[src/rtl/qpu_ifu_pkg.sv]
// Shared types and constants for the QPU instruction-fetch stage.
// Entry widths follow `QPU_PC_SIZE / `QPU_INSTR_SIZE (defaulted here when not supplied).
`ifndef QPU_PC_SIZE
`define QPU_PC_SIZE 32
`endif
`ifndef QPU_INSTR_SIZE
`define QPU_INSTR_SIZE 32
`endif

package qpu_ifu_pkg;

  localparam int IFU_PC_W    = `QPU_PC_SIZE;
  localparam int IFU_INSTR_W = `QPU_INSTR_SIZE;
  localparam int IRQ_DEPTH   = 2;
  localparam int IR_ENTRY_W  = IFU_INSTR_W + IFU_PC_W + 1;

  localparam logic [6:0] QPU_OPC_BRANCH = 7'b1100011;

  typedef enum logic {
    FETCH  = 1'b0,
    HALTED = 1'b1
  } ifu_state_e;

  typedef struct packed {
    logic [IFU_INSTR_W-1:0] instr;
    logic [IFU_PC_W-1:0]    pc;
    logic                   prdt_taken;
  } ir_entry_t;

  // B-type immediate, bit 0 always zero; sign lives in bit 12.
  function automatic logic signed [12:0] branch_imm(input logic [31:0] instr);
    return {instr[31], instr[7], instr[30:25], instr[11:8], 1'b0};
  endfunction

endpackage

[src/rtl/qpu_ifu_irq.sv]
// Two-entry in-order IR queue with valid/ready read side and synchronous clear.
// When empty the read data holds the most recently popped entry.
module qpu_ifu_irq
  import qpu_ifu_pkg::*;
(
  input  logic                  clk,
  input  logic                  rst,
  input  logic                  clr,
  input  logic                  wr_en,
  input  logic [IR_ENTRY_W-1:0] wr_data,
  output logic                  rd_valid,
  input  logic                  rd_ready,
  output logic [IR_ENTRY_W-1:0] rd_data,
  output logic [1:0]            count
);

  ir_entry_t mem [IRQ_DEPTH];
  ir_entry_t last;
  logic      wptr;
  logic      rptr;
  logic      pop;
  logic      push;

  assign rd_valid = (count != 2'd0);
  assign pop      = rd_valid & rd_ready;
  assign push     = wr_en & ~clr;
  assign rd_data  = rd_valid ? mem[rptr] : last;

  always_ff @(posedge clk) begin
    if (rst) begin
      count <= 2'd0;
      wptr  <= 1'b0;
      rptr  <= 1'b0;
      last  <= '0;
    end else begin
      if (pop) last <= mem[rptr];
      if (clr) begin
        count <= 2'd0;
        wptr  <= 1'b0;
        rptr  <= 1'b0;
      end else begin
        count <= count + {1'b0, push} - {1'b0, pop};
        if (push) wptr <= ~wptr;
        if (pop)  rptr <= ~rptr;
      end
    end
  end

  always_ff @(posedge clk) begin
    if (push) mem[wptr] <= wr_data;
  end

endmodule

[src/rtl/qpu_ifu_fetch.sv]
// QPU instruction fetch / IR stage: sequential fetch, IR queue, flush and WFI halt.
// Define QPU_IFU_STATIC_BPU_EN for static backward-taken branch prediction. PC_SIZE must match `QPU_PC_SIZE.
module qpu_ifu_fetch
  import qpu_ifu_pkg::*;
#(
  parameter int                 PC_SIZE    = `QPU_PC_SIZE,
  parameter int                 INSTR_SIZE = `QPU_INSTR_SIZE,
  parameter logic [PC_SIZE-1:0] RESET_PC   = '0
) (
  input  logic                  clk,
  input  logic                  rst,
  output logic                  ifu_req_valid,
  output logic [PC_SIZE-1:0]    ifu_req_addr,
  input  logic                  ifu_rsp_valid,
  input  logic [INSTR_SIZE-1:0] ifu_rsp_instr,
  output logic                  ifu_o_valid,
  input  logic                  ifu_o_ready,
  output logic [INSTR_SIZE-1:0] ifu_o_instr,
  output logic [PC_SIZE-1:0]    ifu_o_pc,
  output logic                  ifu_o_prdt_taken,
  input  logic                  pipe_flush_req,
  input  logic [PC_SIZE-1:0]    pipe_flush_pc,
  input  logic                  halt_req,
  output logic                  halt_ack
);

  ifu_state_e         state;
  ifu_state_e         state_nxt;
  logic               outstanding;
  logic               flush_pend;
  logic [PC_SIZE-1:0] pc_q;
  logic [PC_SIZE-1:0] rsp_pc;
  logic [PC_SIZE-1:0] next_pc;
  logic               rsp_ok;
  logic               prdt_taken;
  logic               pop;
  logic               clr;
  logic [1:0]         q_count;
  logic [2:0]         occ;
  ir_entry_t          wr_entry;
  ir_entry_t          rd_entry;

  // A response counts only if we asked for it and no redirect is squashing it.
  assign rsp_ok = ifu_rsp_valid & outstanding & ~pipe_flush_req & ~flush_pend;

`ifdef QPU_IFU_STATIC_BPU_EN
  logic signed [12:0] bimm;
  assign bimm       = branch_imm(ifu_rsp_instr);
  assign prdt_taken = (ifu_rsp_instr[6:0] == QPU_OPC_BRANCH) & bimm[12];
  assign next_pc    = prdt_taken ? rsp_pc + PC_SIZE'(bimm) : rsp_pc + PC_SIZE'(4);
`else
  assign prdt_taken = 1'b0;
  assign next_pc    = rsp_pc + PC_SIZE'(4);
`endif

  assign ifu_req_addr = rsp_ok ? next_pc : pc_q;
  assign pop          = ifu_o_valid & ifu_o_ready;
  assign occ          = 3'(q_count) + 3'(outstanding) - 3'(pop);
  assign clr          = pipe_flush_req & (state == FETCH);

  always_comb begin
    state_nxt     = state;
    halt_ack      = 1'b0;
    ifu_req_valid = 1'b0;
    case (state)
      FETCH: begin
        ifu_req_valid = ~rst & ~halt_req & ~flush_pend & ~pipe_flush_req &
                        (occ < 3'(IRQ_DEPTH));
        if (halt_req & ~outstanding) state_nxt = HALTED;
      end
      HALTED: begin
        halt_ack = 1'b1;
        if (~halt_req) state_nxt = FETCH;
      end
      default: state_nxt = FETCH;
    endcase
  end

  // Request stage -> response stage
  always_ff @(posedge clk) begin
    if (rst) begin
      state       <= FETCH;
      outstanding <= 1'b0;
      flush_pend  <= 1'b0;
      pc_q        <= RESET_PC;
    end else begin
      state       <= state_nxt;
      outstanding <= ifu_req_valid;
      flush_pend  <= pipe_flush_req & ifu_req_valid;
      if (pipe_flush_req)
        pc_q <= pipe_flush_pc;
      else if (rsp_ok)
        pc_q <= next_pc;
    end
  end

  always_ff @(posedge clk) begin
    if (ifu_req_valid) rsp_pc <= ifu_req_addr;
  end

  // Response stage -> IR queue
  assign wr_entry = '{instr: ifu_rsp_instr, pc: rsp_pc, prdt_taken: prdt_taken};

  qpu_ifu_irq u_irq (
    .clk      (clk),
    .rst      (rst),
    .clr      (clr),
    .wr_en    (rsp_ok),
    .wr_data  (wr_entry),
    .rd_valid (ifu_o_valid),
    .rd_ready (ifu_o_ready),
    .rd_data  (rd_entry),
    .count    (q_count)
  );

  assign ifu_o_instr      = rd_entry.instr;
  assign ifu_o_pc         = rd_entry.pc;
  assign ifu_o_prdt_taken = rd_entry.prdt_taken;

endmodule

[config.mk]
export PLATFORM = sky130hd
export DESIGN_NAME = qpu_ifu_fetch
export DESIGN_NICKNAME = d
export VERILOG_FILES = /design/src/rtl/qpu_ifu_pkg.sv /design/src/rtl/qpu_ifu_irq.sv /design/src/rtl/qpu_ifu_fetch.sv
export SDC_FILE = /design/constraint.sdc
export NUM_CORES = 1
export LEC_CHECK = 0
export ABC_AREA = 1
export BUFFER_PORTS_ARGS = -buffer_cell sky130_fd_sc_hd__buf_2
export CAP_MARGIN = 20
export CORE_ASPECT_RATIO = 0.7
export CORE_UTILIZATION = 45
export CTS_CLUSTER_DIAMETER = 100
export DETAILED_ROUTE_END_ITERATION = 16
export PLACE_DENSITY = 0.68
export SETUP_SLACK_MARGIN = 0.2
export SYNTH_ARGS = -nofsm -noshare
export SYNTH_HDL_FRONTEND = slang
export SYNTH_SLANG_ARGS = --single-unit
[constraint.sdc]
create_clock -name clk -period 7.9 [get_ports clk]
set_input_delay 0.395 -clock clk [delete_from_list [all_inputs] [get_ports clk]]
set_output_delay 0.395 -clock clk [all_outputs]
set_load 0.05 [all_outputs]
Word level (Yosys, flattened, before mapping)
Memories as Yosys holds them, arrays and structs flattened. A register that Yosys moved wholly into a read port is not among the register bits.
Cells that the tools add are included.
Word-level totals
  register bits: 136
  bits in latches: 0
  memory bits (writable): 128
  bits in read-only memories: 0
  bits of input ports: 70
  memories kept: 1
Operators by class
  add/subtract/negate cells: 5
  $mul: 0
  div/mod/pow operators: 0
  magnitude comparators: 1
  equality and inequality tests: 0
  shift operators: 0
  multiplexer cells: 12
  bitwise operators: 21
  reductions and logical operators: 2
Memories
  u_irq.mem: depth 2, bits a word 64, read ports 1, clocked after Yosys merged registers in 1, write ports 1, line qpu_ifu_irq.sv:17  | ir_entry_t mem [IRQ_DEPTH];
Operators by type and width (count)
  two-way mux 65 bit: 1
  two-way mux 32 bit: 2
  adder 32 x 3 -> 32 bit, second input constant: 1
  bitwise AND 1 bit: 12
  NOT 1 bit: 9
  two-way mux 1 bit: 8
  adder 2 x 1 -> 3 bit: 1
  less-than comparator 3 x 2 -> 1 bit, second input constant: 1
  subtractor 3 x 1 -> 3 bit: 1
  adder 2 x 1 -> 2 bit: 1
  one-hot mux 1 bit (2 select lines): 1
  nonzero test 2 bit: 1
  OR reduction 2 bit: 1
  subtractor 2 x 1 -> 2 bit: 1

Logic depth before layout (Yosys ltp)
Gate-level depths: netlist of the first run.
  word-level depth: 7
  gate-level depth with buffers: 12
  mapped depth without buffers: 11

Modules after synthesis
From an unflattened synthesis of the first run, not the netlist that was laid out.
Second synthesis, totals
  cell total of the unflattened synthesis: 1384
  area, all modules: 11742.5 um2
Modules (own cells, without submodules)
  qpu_ifu_irq: instances 1, cells an instance 864, area each 8110.3 um2
  qpu_ifu_fetch: instances 1, cells an instance 520, area each 3632.2 um2

Worst setup path before layout of the first run
Ideal clock, no wire load.
  path kind: reg2reg
  start: register u_irq.count[1]
  end: register rsp_pc[0] (enable)
  arrival time: 9410 ps
  slack: -2211 ps
  stages on the path, launching flop included: 13
  path buffers: 2
  cell sequence: dfxtp_1 > nor2_2 > inv_2 > nand2_1 > inv_2 > buf_2 > buf_2 > ha_1 > inv_1 > nand2_1 > fa_1 > nand3_1 > a2111oi_0
Between the ends
  cells in the longest elaborated chain, start to end: 6
Ends and longest elaborated chain
  start: declaration: line qpu_ifu_irq.sv:14  | output logic [1:0] count
  start signal: assignment: line qpu_ifu_irq.sv:42  | count <= count + {1'b0, push} - {1'b0, pop};
  nonzero test 2 bit: line qpu_ifu_irq.sv:24  | assign rd_valid = (count != 2'd0);
  net ifu_o_valid: line qpu_ifu_fetch.sv:16  | output logic ifu_o_valid,
  bitwise AND 1 bit: line qpu_ifu_fetch.sv:57  | assign pop = ifu_o_valid & ifu_o_ready;
  net pop: line qpu_ifu_fetch.sv:36  | logic pop;
  subtractor 3 x 1 -> 3 bit: line qpu_ifu_fetch.sv:58  | assign occ = 3'(q_count) + 3'(outstanding) - 3'(pop);
  less-than comparator 3 x 2 -> 1 bit: line qpu_ifu_fetch.sv:68  | (occ < 3'(IRQ_DEPTH));
  bitwise AND 1 bit: line qpu_ifu_fetch.sv:67  | ifu_req_valid = ~rst & ~halt_req & ~flush_pend & ~pipe_flush_req &
  two-way mux 1 bit: line qpu_ifu_fetch.sv:65  | case (state)
  net ifu_req_valid: line qpu_ifu_fetch.sv:12  | output logic ifu_req_valid,
  end signal: assignment: line qpu_ifu_fetch.sv:98  | if (ifu_req_valid) rsp_pc <= ifu_req_addr;
  end: declaration: line qpu_ifu_fetch.sv:32  | logic [PC_SIZE-1:0] rsp_pc;
The timed path passes the listed nets, and every way through them passes these cells.
A chain may end at the register's enable or synchronous reset.

Worst setup path in the final report of the first run
  start: register u_irq.count[1]
  end: output ifu_req_valid
Between the ends
  cells in the longest elaborated chain, start to end: 6
Ends and longest elaborated chain (line)
  branches (longest 2 deep; another with adder 2 x 1 -> 3 bit)
  subtractor 3 x 1 -> 3 bit *: qpu_ifu_fetch.sv:58
  less-than comparator 3 x 2 -> 1 bit *: qpu_ifu_fetch.sv:68
  bitwise AND 1 bit *: qpu_ifu_fetch.sv:67
  two-way mux 1 bit *: qpu_ifu_fetch.sv:65
  end: declaration: qpu_ifu_fetch.sv:12
Every way passes the cells marked *.

==> results.py, run 1 <==
metrics = {
    "power_and_ir_drop": {
        "vdd_drop_max_uv": 166,
        "p_per_area_nw_per_um2": 225,
        "cellLeakagePower_nw": 5.21,
    },
    "run_status": {
        "outcome": "complete, no violations",
    },
    "synth": {
        "yosysSeqAreaShare_pct": 61.3,
        "synth-main-ff-cell": "edfxtp_1",
        "synthTopCellsByArea": "edfxtp_1, dfxtp_1, nand2_1",
        "ys_types": 37,
        "syn_inst": 1104,
        "netlist_area_sq_um": 11200,
        "yosys.area.top_type": "edfxtp_1",
        "ys_ff_latch": 264,
        "yosysTopAreaCellShare_pct": 42.7,
        "ys_warn_count": 0,
        "synth_edf_count": 160,
        "ys_async_sr_fraction_pct": 0,
        "synth_area_per_cell_sq_um": 10.2,
    },
    "clocking": {
        "cts_setup_buffers": 0,
        "htreeDepth": 1,
        "cts-root-buf": "clkbuf_16",
        "path_clk_slew_ps": 60,
        "cts.path.max_buffers": 3,
        "hold_buffers": 0,
        "cts_tree": "yes",
        "cts.sinks": 264,
        "clk_latency_ps": 530,
        "cts_resized": 0,
        "cts-buffers-inserted": 26,
    },
    "hold_path": {
        "hold_class": "in2reg",
    },
    "detailed_routing": {
        "m1WireLength_um": 13000,
        "drt_iter0_markers": 513,
        "wl_per_cell_um": 15.4,
        "wl_met3_um": 1470,
        "via_count": 7829,
        "wl_um": 24500,
        "dr_wl_met2_um": 9670,
        "viasPerCell": 4.93,
        "dr.max_layer_used": "met4",
        "ant_nets": 0,
        "dr.pass1.iters": 5,
        "drcViolationCount": 0,
    },
    "global_routing": {
        "grt_pass1_vias": 7091,
        "grt_max_degree": 97,
        "antenna_found_initial": 0,
        "grt_pass1_wl_um": 38300,
        "grt_overflow_total": 0,
        "grt_usage_pct": 19.1,
    },
    "timing": {
        "fmax_mhz": 201,
        "hold_viol": 0,
        "fin_tns_setup_ps": 0,
        "rsz0062_at_grt": "no",
        "setup_slack_ps": 2940,
        "hold-worst-slack_ps": 47.0,
        "drv_slew": 0,
        "setup_viol": 0,
        "min_period_over_period_pct": 62.8,
        "min_period_ps": 4960,
        "max_slew.worst_pin.slew_ps": 1010,
        "slew_headroom_pct": 32.7,
        "clock_skew_ps": 18.1,
    },
    "setup_path": {
        "cpMostUsedCell": "nand2_1",
        "crit_chain": "nor2_4 -> inv_2 -> nand2_1 -> clkinv_2 -> ha_1 -> inv_1 -> nand2_1 -> fa_1 -> nand3_1 -> a2111oi_4 -> buf_4 -> buf_2",
        "critPathCaptureType": "output pin",
        "cp_top_family": "buffers and inverters",
        "arrival_ps": 4570,
        "critPathBufInv": 5,
        "startpoint_type": "register",
        "crit_type": "reg2out",
        "worst-endpoint-required_ps": 7510,
        "cp_slowest_stage_delay_ps": 550,
        "slowest_stage": "clkinv_2",
        "cp_max_fo": 52,
    },
    "final_layout": {
        "register_area_sq_um": 6890,
        "nets": 1324,
        "n_antenna_cell": 0,
        "area_growth_pct": 18.3,
        "layoutNonFillerInstCount": 1587,
        "fill_cells": 2139,
        "multiInputGateArea_sq_um": 3810,
        "final_cell_area_sq_um": 13300,
        "drive_above_1_share_pct": 21.2,
    },
    "run": {
        "maxCapViolCount": 0,
    },
    "floorplan": {
        "die_w_um": 191,
        "ios": 170,
        "initial_utilization_pct": 46.7,
        "rows": 47,
        "fp.coreArea_sq_um": 24100,
        "die_h_um": 134,
        "die_area_sq_um": 25600,
    },
    "placed_design": {
        "dp_cells": 1538,
        "place_hpwl_um": 16300,
        "portBuffers": 168,
        "routabilityCongestion": 0.808,
        "preCtsSetupSlack_ps": 3500,
        "placed_cell_area_sq_um": 12300,
    },
}
## registers in the layout, indices dropped and copies added (netlist names), named ones only
register	cells
flush_pend	1
outstanding	1
pc_q	32
rsp_pc	32
state	1
u_irq.count	2
u_irq.last	64
u_irq.mem	128
u_irq.rptr	1
u_irq.wptr	1
## worst reg2reg max path: cells and delay by family (launching register included)
kind | cells | cell delay [ps]
flops | 1 | 360
fa+ha+maj | 2 | 1030
simple gates | 4 | 850
compound gates | 1 | 280
buf+inv | 4 | 1150
## cell usage after synthesis (3+ instances only)
cell	instances
buf_4	6
edfxtp_1	160
inv_2	5
o21ai_1	14
nand3_1	44
ha_1	4
o21ai_2	3
o21ai_0	74
nand2_2	10
nor2_1	161
nand3_2	6
buf_2	26
nand2_1	205
o21bai_1	6
nor2_2	8
inv_1	74
o211ai_1	6
clkbuf_1	27
a21oi_1	7
mux2i_1	64
nor2_4	7
xnor2_1	3
a211oi_1	64
dfxtp_1	104
## where the power goes
group	internal, mW	total [mW]	switching [mW]
registers	1.47	1.48	0.00969
logic	0.0449	0.166	0.121
clock network	0.824	1.34	0.521
total	2.34	2.99	0.652
## cell usage in the layout, fill, tap and decap left out, types with 3 or more instances in the layout
cell and n:
mux2i_1 64, buf_2 167, o21bai_1 6, o21ai_0 74, clkbuf_8 4, buf_4 8, clkinv_2 4, clkbuf_1 3
a21oi_1 7, nand2_2 10, o21ai_1 14, dfxtp_1 103, nand3_1 44, a211oi_1 64, ha_1 4, xnor2_1 3
nor2_2 7, clkbuf_16 30, inv_1 74, nand3_2 6, bufinv_16 3, nor2_1 159, nor2_4 10, o21ai_2 3
inv_2 4, nand2_1 205, edfxtp_1 160, o211ai_1 6
## through the flow
| stage | util (%) | total power [mW] |
|---|---|---|
| floorplan | - | 1.63 |
| global placement | 51.1 | 1.68 |
| detailed placement | 51.1 | 1.68 |
| CTS | 55.2 | 3.03 |
| global route | 55.3 | 3.09 |
| finish | 55.3 | 2.99 |
## path summary, 6_finish.rpt
path	start	endpoint	slack (ps)	cells after the start
min	ifu_rsp_instr[22]	u_irq.mem[1][54]$_DFFE_PP_	50	1
min reg2reg	u_irq.last[21]$_SDFFE_PP0P_	u_irq.last[21]$_SDFFE_PP0P_	490	2
max reg2reg	u_irq.count[1]$_SDFF_PP0_	rsp_pc[13]$_DFFE_PP_	3850	11
max	u_irq.count[1]$_SDFF_PP0_	ifu_req_valid	2940	12
## kinds of logic (layout without fill, tap and decap cells)
group,Yosys count,after routing,share of synthesized area [%]
and+or+nand+nor,448,448,17.0
DFF,264,264,61.3
AOI/OAI and AO/OA,177,177,9.77
buffers and inverters,140,304,5.23
muxes,64,64,5.70
adders and majority gates,5,5,0.623
xor gates and xnor gates,5,5,0.390
other,1,2,0.0334
## layer usage
layer,vias up,global-route usage (%)
met1,3534,31.1
met3,29,2.90
met5,-,0
li1,4057,-
met2,209,26.5
met4,0,3.73
## layout make-up
class | count | area share, %
multi-input combinational | 701 | 28.7
inverter | 80 | 2.27
clock buffer | 37 | 6.15
sequential | 264 | 51.8
tap | 318 | 2.99
timing repair buffer | 176 | 6.95
clock inverter | 11 | 1.16
Note: power is estimated with default switching activity, not from simulation.
==> inputs of run 2 (changes only) <==
==> constraint.sdc (replaced) <==
create_clock -name clk -period 4 [get_ports clk]
set_input_delay 0.2 -clock clk [delete_from_list [all_inputs] [get_ports clk]]
set_output_delay 0.2 -clock clk [all_outputs]
set_load 0.05 [all_outputs]
==> run 2 against run 1 <==
Compared with the run above:
- worst setup slack got worse by 2600 ps
- clock power up 80%
- clock skew down 12 ps
- utilization up 2.6 points
- sequential share of layout area decreased by 2.3 points
- non-clock buffer count grew 65
- via count up 3.5%
- final area increased by 4.7%
- final cell count rose by 4.1%
- combinational power rose by 130%
- flip-flop and latch count did not move
==> results.py, run 2 (synthesis gave the netlist of run 1 again) <==
metrics = {
    "run_status": {
        "outcome": "complete, no violations",
    },
    "final_layout": {
        "final_cell_area_sq_um": 13900,
        "register_area_sq_um": 6890,
        "drive_above_1_share_pct": 20.5,
        "fill_cells": 2099,
        "multiInputGateArea_sq_um": 3840,
        "fin_util_pct": 57.9,
        "n_antenna_cell": 0,
        "largestRegisters": "u_irq.mem (128), u_irq.last (64)",
        "nets": 1389,
        "layout_commonest_cell": "nand2_1",
        "layoutNonFillerInstCount": 1652,
        "largest_reg_flops": 128,
        "final_cell_mix": "nand2_1, buf_2, edfxtp_1",
        "area_growth_pct": 23.8,
        "largest_register": "u_irq.mem",
    },
    "placed_design": {
        "routabilityCongestion": 0.818,
        "place_hpwl_um": 16500,
        "placed_cell_area_sq_um": 12400,
        "dp_cells": 1542,
        "preCtsSetupSlack_ps": 767,
        "portBuffers": 168,
    },
    "power_and_ir_drop": {
        "p_per_area_nw_per_um2": 411,
        "cellLeakagePower_nw": 5.45,
        "clock_power_share_pct": 42.2,
        "vdd_drop_max_uv": 271,
        "switching_power_mw": 1.25,
        "cellInternalPower_mw": 4.47,
        "p_comb_share_pct": 6.6,
        "switching_share_pct": 21.8,
        "p_seq_share_pct": 51.2,
    },
    "setup_path": {
        "cp_max_fo": 33,
        "critPathCaptureType": "output pin",
        "crit_type": "reg2out",
        "worst-endpoint-required_ps": 3800,
        "critPathBufInv": 5,
        "slowest_stage": "fa_1",
        "r2r_cells": 11,
        "crit_chain": "nor2_4 -> inv_6 -> nand2_4 -> clkinv_2 -> ha_4 -> inv_2 -> nand2_2 -> fa_1 -> nand3_2 -> a2111oi_4 -> buf_8 -> clkbuf_4",
        "r2r-end": "rsp_pc[31]$_DFFE_PP_",
        "cp_slowest_stage_delay_ps": 530,
        "rrSetupSlack_ps": 1060,
        "cp_top_family": "buffers and inverters",
        "arrival_ps": 3430,
        "startpoint_type": "register",
        "r2r_start": "u_irq.count[1]$_SDFF_PP0_",
    },
    "hold_path": {
        "hp-start": "pipe_flush_pc[14]",
        "hold_depth": 5,
        "hold_class": "in2reg",
        "holdPathEnd": "pc_q[14]$_SDFF_PP0_",
    },
    "timing": {
        "min_period_over_period_pct": 90.7,
        "clock_skew_ps": 5.88,
        "min_period_ps": 3630,
        "setup_slack_ps": 371,
        "fin_tns_setup_ps": 0,
        "fmax_mhz": 276,
        "drv_slew": 0,
        "slew_headroom_pct": 29.4,
        "max_slew.worst_pin.slew_ps": 1060,
        "rsz0062_at_grt": "no",
        "hold_viol": 0,
        "setup_viol": 0,
    },
    "clocking": {
        "cts_tree": "yes",
        "cts.sinks": 264,
        "path_clk_slew_ps": 60,
        "cts-root-buf": "clkbuf_16",
        "cts-buffers-inserted": 26,
        "clk_latency_ps": 510,
        "htreeDepth": 1,
        "cts.path.max_buffers": 3,
    },
    "detailed_routing": {
        "drcViolationCount": 0,
        "viasPerCell": 4.90,
        "wl_per_cell_um": 15.1,
        "wl_um": 24900,
        "drt_iter0_markers": 457,
        "dr.pass1.iters": 4,
        "ant_nets": 0,
        "via_count": 8102,
    },
    "floorplan": {
        "die_h_um": 134,
        "fp.coreArea_sq_um": 24100,
        "die_w_um": 191,
        "die_area_sq_um": 25600,
        "ios": 170,
        "initial_utilization_pct": 46.7,
        "rows": 47,
    },
    "global_routing": {
        "grt_pass1_wl_um": 39100,
        "grt_pass1_vias": 7391,
        "grt_overflow_total": 0,
        "antenna_found_initial": 0,
        "grt_max_degree": 123,
        "grt_usage_pct": 19.3,
    },
    "run": {
        "maxCapViolCount": 0,
    },
}
## run 2: cell types whose count changed in the layout (fill, tap and decap cells not counted), moves of 2 or more
cell           previous run  this run
buf_12                    0         4
bufinv_16                 3         1
clkbuf_1                  3         6
clkbuf_16                30        28
clkinv_1                  1         4
dlygate4sd3_1             0        61
nand2_1                 205       203
## run 2: worst max path at each step
| stage | startpoint | endpoint | slack [ps] | cells past startpoint |
|---|---|---|---|---|
| floorplan | u_irq.count[1]$_SDFF_PP0_ | rsp_pc[0]$_DFFE_PP_ | -20 | 12 |
| global placement | u_irq.count[1]$_SDFF_PP0_ | ifu_req_valid | 810 | 12 |
| detailed placement | u_irq.count[1]$_SDFF_PP0_ | ifu_req_valid | 770 | 12 |
| CTS | u_irq.count[1]$_SDFF_PP0_ | ifu_req_valid | 200 | 12 |
| global route | u_irq.count[1]$_SDFF_PP0_ | ifu_req_valid | 200 | 12 |
| finish | u_irq.count[1]$_SDFF_PP0_ | ifu_req_valid | 370 | 12 |
## run 2: routing by layer
layer  global-route usage [%]  vias up  part of all wire (%)
li1                         -     4190                     -
met1                     31.6     3667                    54
met2                     26.3      218                    39
met3                     3.01       27                   6.1
met4                     3.51        0                   1.2
met5                        0        -                     0
## run 2: final cells by class
class | count | area share (%)
multi-input combinational | 701 | 27.6
clock buffer | 39 | 5.69
timing repair buffer | 241 | 11.7
clock inverter | 9 | 0.512
inverter | 80 | 2.20
tap | 318 | 2.86
sequential | 264 | 49.5
## run 2: power by group through the flow
| stage | Clock (mW) | Combinational [mW] | Sequential (mW) |
|---|---|---|---|
| after floorplan | 0 | 0.228 | 2.98 |
| after global placement | 0 | 0.324 | 2.99 |
| after detailed placement | 0 | 0.327 | 2.99 |
| after CTS | 2.46 | 0.375 | 2.93 |
| after global routing | 2.56 | 0.409 | 2.93 |
| final | 2.41 | 0.376 | 2.93 |
## run 2: metrics by stage
stage,hold WS [ps],power (mW)
floorplan,292,3.21
global placement,388,3.31
detailed placement,392,3.31
CTS,1.88,5.77
global route,34.5,5.90
finish,21.1,5.72
## run 2: repair_timing
item,CTS,global route
setup buffers,0,0
resized for setup,0,4
endpoints found under the setup margin,0,1
endpoints found under the hold margin,95,0
hold buffers,61,0
## run 2: worst reg2reg max path: cells and delay by family (launching register included)
family | cells | cell delay [ps]
adder cells (fa/ha/maj) | 2 | 820
buffers and inverters | 4 | 600
AND/OR/NAND/NOR | 4 | 460
flip-flops | 1 | 360
AO/OA/AOI/OAI | 1 | 360
